$ cat src/rtl/hazard_fwd_unit_pkg.sv
// ---------------------------------------------------------------------------
// cpu_hazard_pkg
// Shared types and constants for the hazard / forwarding unit.
//   inflight_t  : shadow record of one instruction still in EX..WB
//   BUBBLE      : empty shadow record (never matches a source)
//   DEF_REG_W   : register-number width for the default 32-entry register file
//   DST_W       : storage width of the dst field, wide enough for up to
//                 256 architectural registers; narrower numbers are zero-extended
//   isReady()   : whether a matching writer can already supply its result
// ---------------------------------------------------------------------------
package cpu_hazard_pkg;

    localparam int DEF_NUM_REGS = 32;
    localparam int DEF_REG_W    = $clog2(DEF_NUM_REGS);
    localparam int DST_W        = 8;

    typedef struct packed {
        logic             valid;
        logic             wr;
        logic [DST_W-1:0] dst;
        logic             is_load;
    } inflight_t;

    localparam inflight_t BUBBLE = '0;

    // A load only has its data once it reaches loadStage; everything else
    // has its result from EX onwards.
    function automatic logic isReady(input logic isLoad, input int stage, input int loadStage);
        return !isLoad || (stage >= loadStage);
    endfunction

endpackage

$ cat src/rtl/hazard_fwd_unit_inflight_pipe.sv
// ---------------------------------------------------------------------------
// hazard_inflight_pipe
// Shadow shift register mirroring the EX..WB pipeline: one inflight_t per
// stage, index 0 = youngest (EX).
// Ports:
//   i_clk      clock
//   i_rst_n    synchronous active-low reset, clears every entry
//   i_hold     freeze all entries (external pipeline stall)
//   i_ins      record entering stage 0 (caller supplies BUBBLE when needed)
//   o_stages   current contents of all stages
// ---------------------------------------------------------------------------
module hazard_inflight_pipe
    import cpu_hazard_pkg::*;
#(
    parameter int PIPE_DEPTH = 3
) (
    input  logic                       i_clk,
    input  logic                       i_rst_n,
    input  logic                       i_hold,
    input  inflight_t                  i_ins,
    output inflight_t [PIPE_DEPTH-1:0] o_stages
);

    inflight_t [PIPE_DEPTH-1:0] r_stages;

    // Everything moves one stage older each cycle unless the pipeline is
    // frozen; the oldest entry falls off the end.
    always_ff @(posedge i_clk) begin
        if (!i_rst_n) begin
            for (int k = 0; k < PIPE_DEPTH; k++) begin
                r_stages[k] <= BUBBLE;
            end
        end else if (!i_hold) begin
            for (int k = PIPE_DEPTH - 1; k > 0; k--) begin
                r_stages[k] <= r_stages[k-1];
            end
            r_stages[0] <= i_ins;
        end
    end

    assign o_stages = r_stages;

endmodule

$ cat src/rtl/hazard_fwd_unit.sv
// ---------------------------------------------------------------------------
// hazard_fwd_unit
// Tracks in-flight register writers after ID, forwards the youngest ready
// result to each source operand and raises load-use / external stalls.
// Optional feature macro: HAZ_PERF_CNT_EN (adds o_stall_cnt stall counter).
// Ports:
//   i_clk, i_rst_n     clock, synchronous active-low reset
//   i_id_valid         ID holds a real instruction
//   i_id_src           NUM_SRC packed source register numbers
//   i_id_src_used      per-source "actually read" flag
//   i_id_rf_data       NUM_SRC packed register-file read values
//   i_id_wr            ID instruction writes a register
//   i_id_dst           its destination register
//   i_id_is_load       destination written from memory
//   i_stg_data         PIPE_DEPTH packed results (index 0 = EX)
//   i_stall_in         external freeze
//   i_flush_in         kill the ID instruction
//   o_stall            hold PC, IF/ID and ID
//   o_fwd_hit          per-source "taken from a stage"
//   o_fwd_data         NUM_SRC packed final operand values
//   o_stall_cnt        stall-cycle counter (HAZ_PERF_CNT_EN only)
// ---------------------------------------------------------------------------
module hazard_fwd_unit
    import cpu_hazard_pkg::*;
#(
    parameter int DATA_W     = 32,
    parameter int NUM_REGS   = 32,
    parameter int NUM_SRC    = 2,
    parameter int PIPE_DEPTH = 3,
    parameter int LOAD_STAGE = 2,
    localparam int REG_W     = $clog2(NUM_REGS)
) (
    input  logic                         i_clk,
    input  logic                         i_rst_n,
    input  logic                         i_id_valid,
    input  logic [NUM_SRC*REG_W-1:0]     i_id_src,
    input  logic [NUM_SRC-1:0]           i_id_src_used,
    input  logic [NUM_SRC*DATA_W-1:0]    i_id_rf_data,
    input  logic                         i_id_wr,
    input  logic [REG_W-1:0]             i_id_dst,
    input  logic                         i_id_is_load,
    input  logic [PIPE_DEPTH*DATA_W-1:0] i_stg_data,
    input  logic                         i_stall_in,
    input  logic                         i_flush_in,
    output logic                         o_stall,
    output logic [NUM_SRC-1:0]           o_fwd_hit,
    output logic [NUM_SRC*DATA_W-1:0]    o_fwd_data
`ifdef HAZ_PERF_CNT_EN
    ,
    output logic [31:0]                  o_stall_cnt
`endif
);

    inflight_t [PIPE_DEPTH-1:0] w_stages;
    inflight_t                  w_ins;
    logic [NUM_SRC-1:0]         w_pend;
    logic                       w_loadUse;

    hazard_inflight_pipe #(
        .PIPE_DEPTH (PIPE_DEPTH)
    ) u_pipe (
        .i_clk    (i_clk),
        .i_rst_n  (i_rst_n),
        .i_hold   (i_stall_in),
        .i_ins    (w_ins),
        .o_stages (w_stages)
    );

    // Per-source search. Stage 0 is scanned first so the youngest writer
    // always wins; if that writer is a load not yet at LOAD_STAGE the source
    // is pending even when an older stage could supply a (stale) value.
    for (genvar s = 0; s < NUM_SRC; s++) begin : g_src
        logic [DST_W-1:0]  w_src;
        logic              w_found;
        logic              w_ready;
        logic [DATA_W-1:0] w_stgVal;
        logic              w_hitS;

        always_comb begin
            w_src              = '0;
            w_src[REG_W-1:0]   = i_id_src[s*REG_W +: REG_W];
            w_found            = 1'b0;
            w_ready            = 1'b0;
            w_stgVal           = '0;
            for (int k = 0; k < PIPE_DEPTH; k++) begin
                if (!w_found && w_stages[k].valid && w_stages[k].wr &&
                    (w_stages[k].dst == w_src)) begin
                    w_found  = 1'b1;
                    w_ready  = isReady(w_stages[k].is_load, k, LOAD_STAGE);
                    w_stgVal = i_stg_data[k*DATA_W +: DATA_W];
                end
            end
        end

        assign w_hitS       = i_id_src_used[s] && w_found && w_ready;
        assign w_pend[s]    = i_id_src_used[s] && w_found && !w_ready;
        assign o_fwd_hit[s] = w_hitS;
        assign o_fwd_data[s*DATA_W +: DATA_W] =
            w_hitS ? w_stgVal : i_id_rf_data[s*DATA_W +: DATA_W];
    end

    assign w_loadUse = i_id_valid && !i_flush_in && (|w_pend);
    assign o_stall   = i_stall_in || w_loadUse;

    // Record entering EX: a bubble whenever ID does not really issue.
    always_comb begin
        w_ins = BUBBLE;
        if (i_id_valid && !i_flush_in && !w_loadUse) begin
            w_ins.valid              = 1'b1;
            w_ins.wr                 = i_id_wr;
            w_ins.dst[REG_W-1:0]     = i_id_dst;
            w_ins.is_load            = i_id_is_load;
        end
    end

`ifdef HAZ_PERF_CNT_EN
    logic [31:0] r_stallCnt;

    // Counts every cycle the front end is held; wraps naturally.
    always_ff @(posedge i_clk) begin
        if (!i_rst_n) begin
            r_stallCnt <= '0;
        end else if (o_stall) begin
            r_stallCnt <= r_stallCnt + 32'd1;
        end
    end

    assign o_stall_cnt = r_stallCnt;
`endif

endmodule

$ cat config.mk
export PLATFORM = sky130hd
export DESIGN_NAME = hazard_fwd_unit
export DESIGN_NICKNAME = d
export VERILOG_FILES = /design/src/rtl/hazard_fwd_unit_pkg.sv /design/src/rtl/hazard_fwd_unit_inflight_pipe.sv /design/src/rtl/hazard_fwd_unit.sv
export SDC_FILE = /design/constraint.sdc
export NUM_CORES = 1
export LEC_CHECK = 0
export ABC_CLOCK_PERIOD_IN_PS = 6400
export CORE_AREA = 2 2 98 100
export DETAILED_ROUTE_END_ITERATION = 10
export DIE_AREA = 0 0 100 102
export GPL_TIMING_DRIVEN = 1
export PLACE_DENSITY = 0.95
export RECOVER_POWER = 50
export SETUP_SLACK_MARGIN = 0.02
export SLEW_MARGIN = 20
export SYNTH_ARGS = -nofsm -noshare
export SYNTH_HDL_FRONTEND = slang
export SYNTH_SLANG_ARGS = --single-unit
$ cat constraint.sdc
create_clock -name i_clk -period 6.4 [get_ports i_clk]
set_input_delay 1.28 -clock i_clk [delete_from_list [all_inputs] [get_ports i_clk]]
set_output_delay 1.28 -clock i_clk [all_outputs]
set_load 0.01 [all_outputs]
==> impl_metrics.toml <==
[sta]
worstMarginPinSlew_ns = 0.8518
finalSetupViolCount = 0
min_period_ns = 5.788
fin_tns_setup_ns = 0
max_clock_freq_mhz = 172.8
fin_crit_sh = 0.9043
rsz0062_at_grt = "false"
relSlewSlack = 0.4303
hold_viol_final = 0
whs_ns = 0.5164
finalMaxSlewViolations = 0
fin_skew_ns = 0.003514

[cts]
cts-resized-gates = 0
clk_pin_slew_ns = 0.08
h-tree-depth = 1
cts_root_buf = "clkbuf_8"
ctsHoldBuffers = 0
clock_sinks = 23
postCtsSetupRepairBufs = 0
cts_buffers = 3
cts_tree = "built"
clk_path_buf_depth = 2
clkLatencyLatePin_ns = 0.27

[synthesis]
yosysUniqueCellTypes = 39
syn_avg_cell_area_sq_um = 6.619
synth-seq-cells = 23
syn-instance-count = 531
synth.yosys.warnings = 0
syn-num-nets = 715
ys_seq_area_frac = 0.1310
syn-cell-area_sq_mm = 0.003515

[global_route]
grt_pass1_wl_microns = 26620
grt_max_degree = 48
track_usage = 0.3231
grt_pass1_vias = 5147
grt_antenna_before_repair = 0
overflow = 0

[setup_path]
startpoint = "i_id_src[1]"
worstPathRequired_ns = 5.12
cp_data_arrival_time_ns = 4.51
r2r.worst_path.cells = 6
r2r_end = "u_pipe.o_stages[2]"
r2r_slack_ns = 3.85
timing.rr.start = "u_pipe.o_stages[2]"
end_kind = "primary output"
cp-start-kind = "input pin"
cp_max_fo = 29
path_class = "input pin to primary output"
cp-endpoint = "o_fwd_data[21]"

[floorplanning]
die-area_sq_mm = 0.01020
fp.dieH_microns = 102
row_count = 35
ioPinCount = 251
core_region_area_sq_mm = 0.009109
die_width_microns = 100
initial_core_util = 0.3859

[route]
dr_total_vias = 5237
ant_nets = 0
vias_per_cell = 6.111
routed_wl_microns = 17550
remaining_drc_errors = 0
drt_first_pass_iters = 5
first_iter_violations = 409
wl_per_cell_microns = 20.48

[run_status]
status = "finished, final reports clean"

[power]
leakage_nw = 2.164
power_density_mw_per_mm2 = 79.53
vdd_ir_drop_max_mv = 0.1448

[cells_and_area]
nets = 931
diodes = 0
largest_register_ffs = 23
drive_gt1_frac = 0.04155
fin_util = 0.6646
area_growth_pct = 72.23

[worst_hold_path]
hold_class = "flop to flop"

[placement]
numPortBuffers = 250
globalplace.congestion = 0.9719
dp_hpwl_microns = 13260

[flow_run]
cap_violations = 0
[final cells by class]
cell class,instances,area [sq um]
inverter,4,15.01
multi-input combinational,449,2765
clock buffer,3,41.29
tap,111,138.9
sequential,23,460.4
timing repair buffer,266,2628
fill,779,3055
clock inverter,1,5.005
[layer usage]
| layer | GRT usage | wire (microns) | vias up |
|---|---|---|---|
| met5 | 0 | 0 | - |
| met4 | 0.1370 | 858 | 0 |
| met3 | 0.04172 | 1580 | 68 |
| met2 | 0.5650 | 8554 | 366 |
| met1 | 0.4017 | 6556 | 2424 |
| li1 | - | - | 2379 |
[layout by cell type, fill, tap and decap left out, drive strengths merged, types with 15 or more instances in the layout]
cell,Yosys,layout
clkdlybuf4s50,0,232
nand3,79,79
a21oi,64,64
nand2,49,49
o21ai,42,42
o2bb2ai,35,35
a211oi,33,33
nor2,32,32
xnor2,29,29
a21o,29,29
dfxtp,23,23
dlygate4sd3,0,17
mux2i,16,16
buf,24,16
nor2b,15,15
[worst min path at each step]
stage                                    from             endpoint  slack, ns  cells after the start
after floorplan           u_pipe.o_stages[10]  u_pipe.o_stages[10]       0.47                      2
after global placement    u_pipe.o_stages[32]  u_pipe.o_stages[32]       0.49                      2
after detailed placement  u_pipe.o_stages[10]  u_pipe.o_stages[10]       0.50                      2
after CTS                 u_pipe.o_stages[10]  u_pipe.o_stages[10]       0.51                      2
after global routing      u_pipe.o_stages[10]  u_pipe.o_stages[10]       0.54                      2
final                     u_pipe.o_stages[10]  u_pipe.o_stages[10]       0.52                      2
[synthesized netlist by cell type (all sizes together)]
master	instances	area (sq um)
o221ai	1	15.01
inv	4	15.01
nor2	32	120.1
nor2b	15	93.84
o32ai	1	8.760
o41a	1	11.26
a211oi	33	270.3
and4	2	20.02
or3	2	12.51
a21boi	1	7.510
o21ai	42	210.2
dfxtp	23	460.4
nand2	49	183.9
o31ai	1	7.510
a21o	29	217.7
nand3	79	395.4
a21oi	64	320.3
nand4	5	46.29
a31o	1	8.760
clkbuf	31	116.4
nor3b	1	7.510
and2	5	31.28
or2	1	6.260
xnor2	29	254.0
xor2	1	8.760
buf	24	166.4
nor3	3	20.02
o2bb2ai	35	306.5
mux2i	16	172.7
[cells by family (layout without fill, tap and decap cells)]
logic type             count (synthesis)  after routing  synth area share
AO/OA/AOI/OAI                        209            209            0.3937
multiplexers                          16             16           0.04913
AND/OR/NAND/NOR                      194            194            0.2666
XOR/XNOR                              30             30           0.07476
buffers and inverters                 59            274           0.08473
flip-flops                            23             23            0.1310
[where the power goes]
group	internal (mW)	switching (mW)	total (mW)	leakage [nW]
combinational	0.156	0.0848	0.241	1.95
sequential	0.145	0.00295	0.148	0.186
clock	0.0436	0.0486	0.0922	0.0255
total	0.345	0.136	0.481	2.16
[worst max-delay path: stages]
cell and delay (ns):
dlygate4sd3_1 0.61, xnor2_1 0.22, nand4_1 0.20, nor3_1 0.30
buf_4 0.33, o31ai_4 0.10, clkbuf_2 0.36, a211oi_1 0.32
a21o_1 0.12, dlygate4sd3_1 0.65
[through the flow]
step	power, mW	std cells	setup slack [ns]	area, sq um
CTS	0.4827	857	0.8831	6100
finish	0.4814	857	0.6123	6053
global placement	0.3889	853	0.9798	6053
detailed placement	0.3921	853	0.9323	6053
global route	0.4999	857	0.4175	6053
floorplan	0.2113	531	2.514	3515
Note: power is estimated with default switching activity, not from simulation.
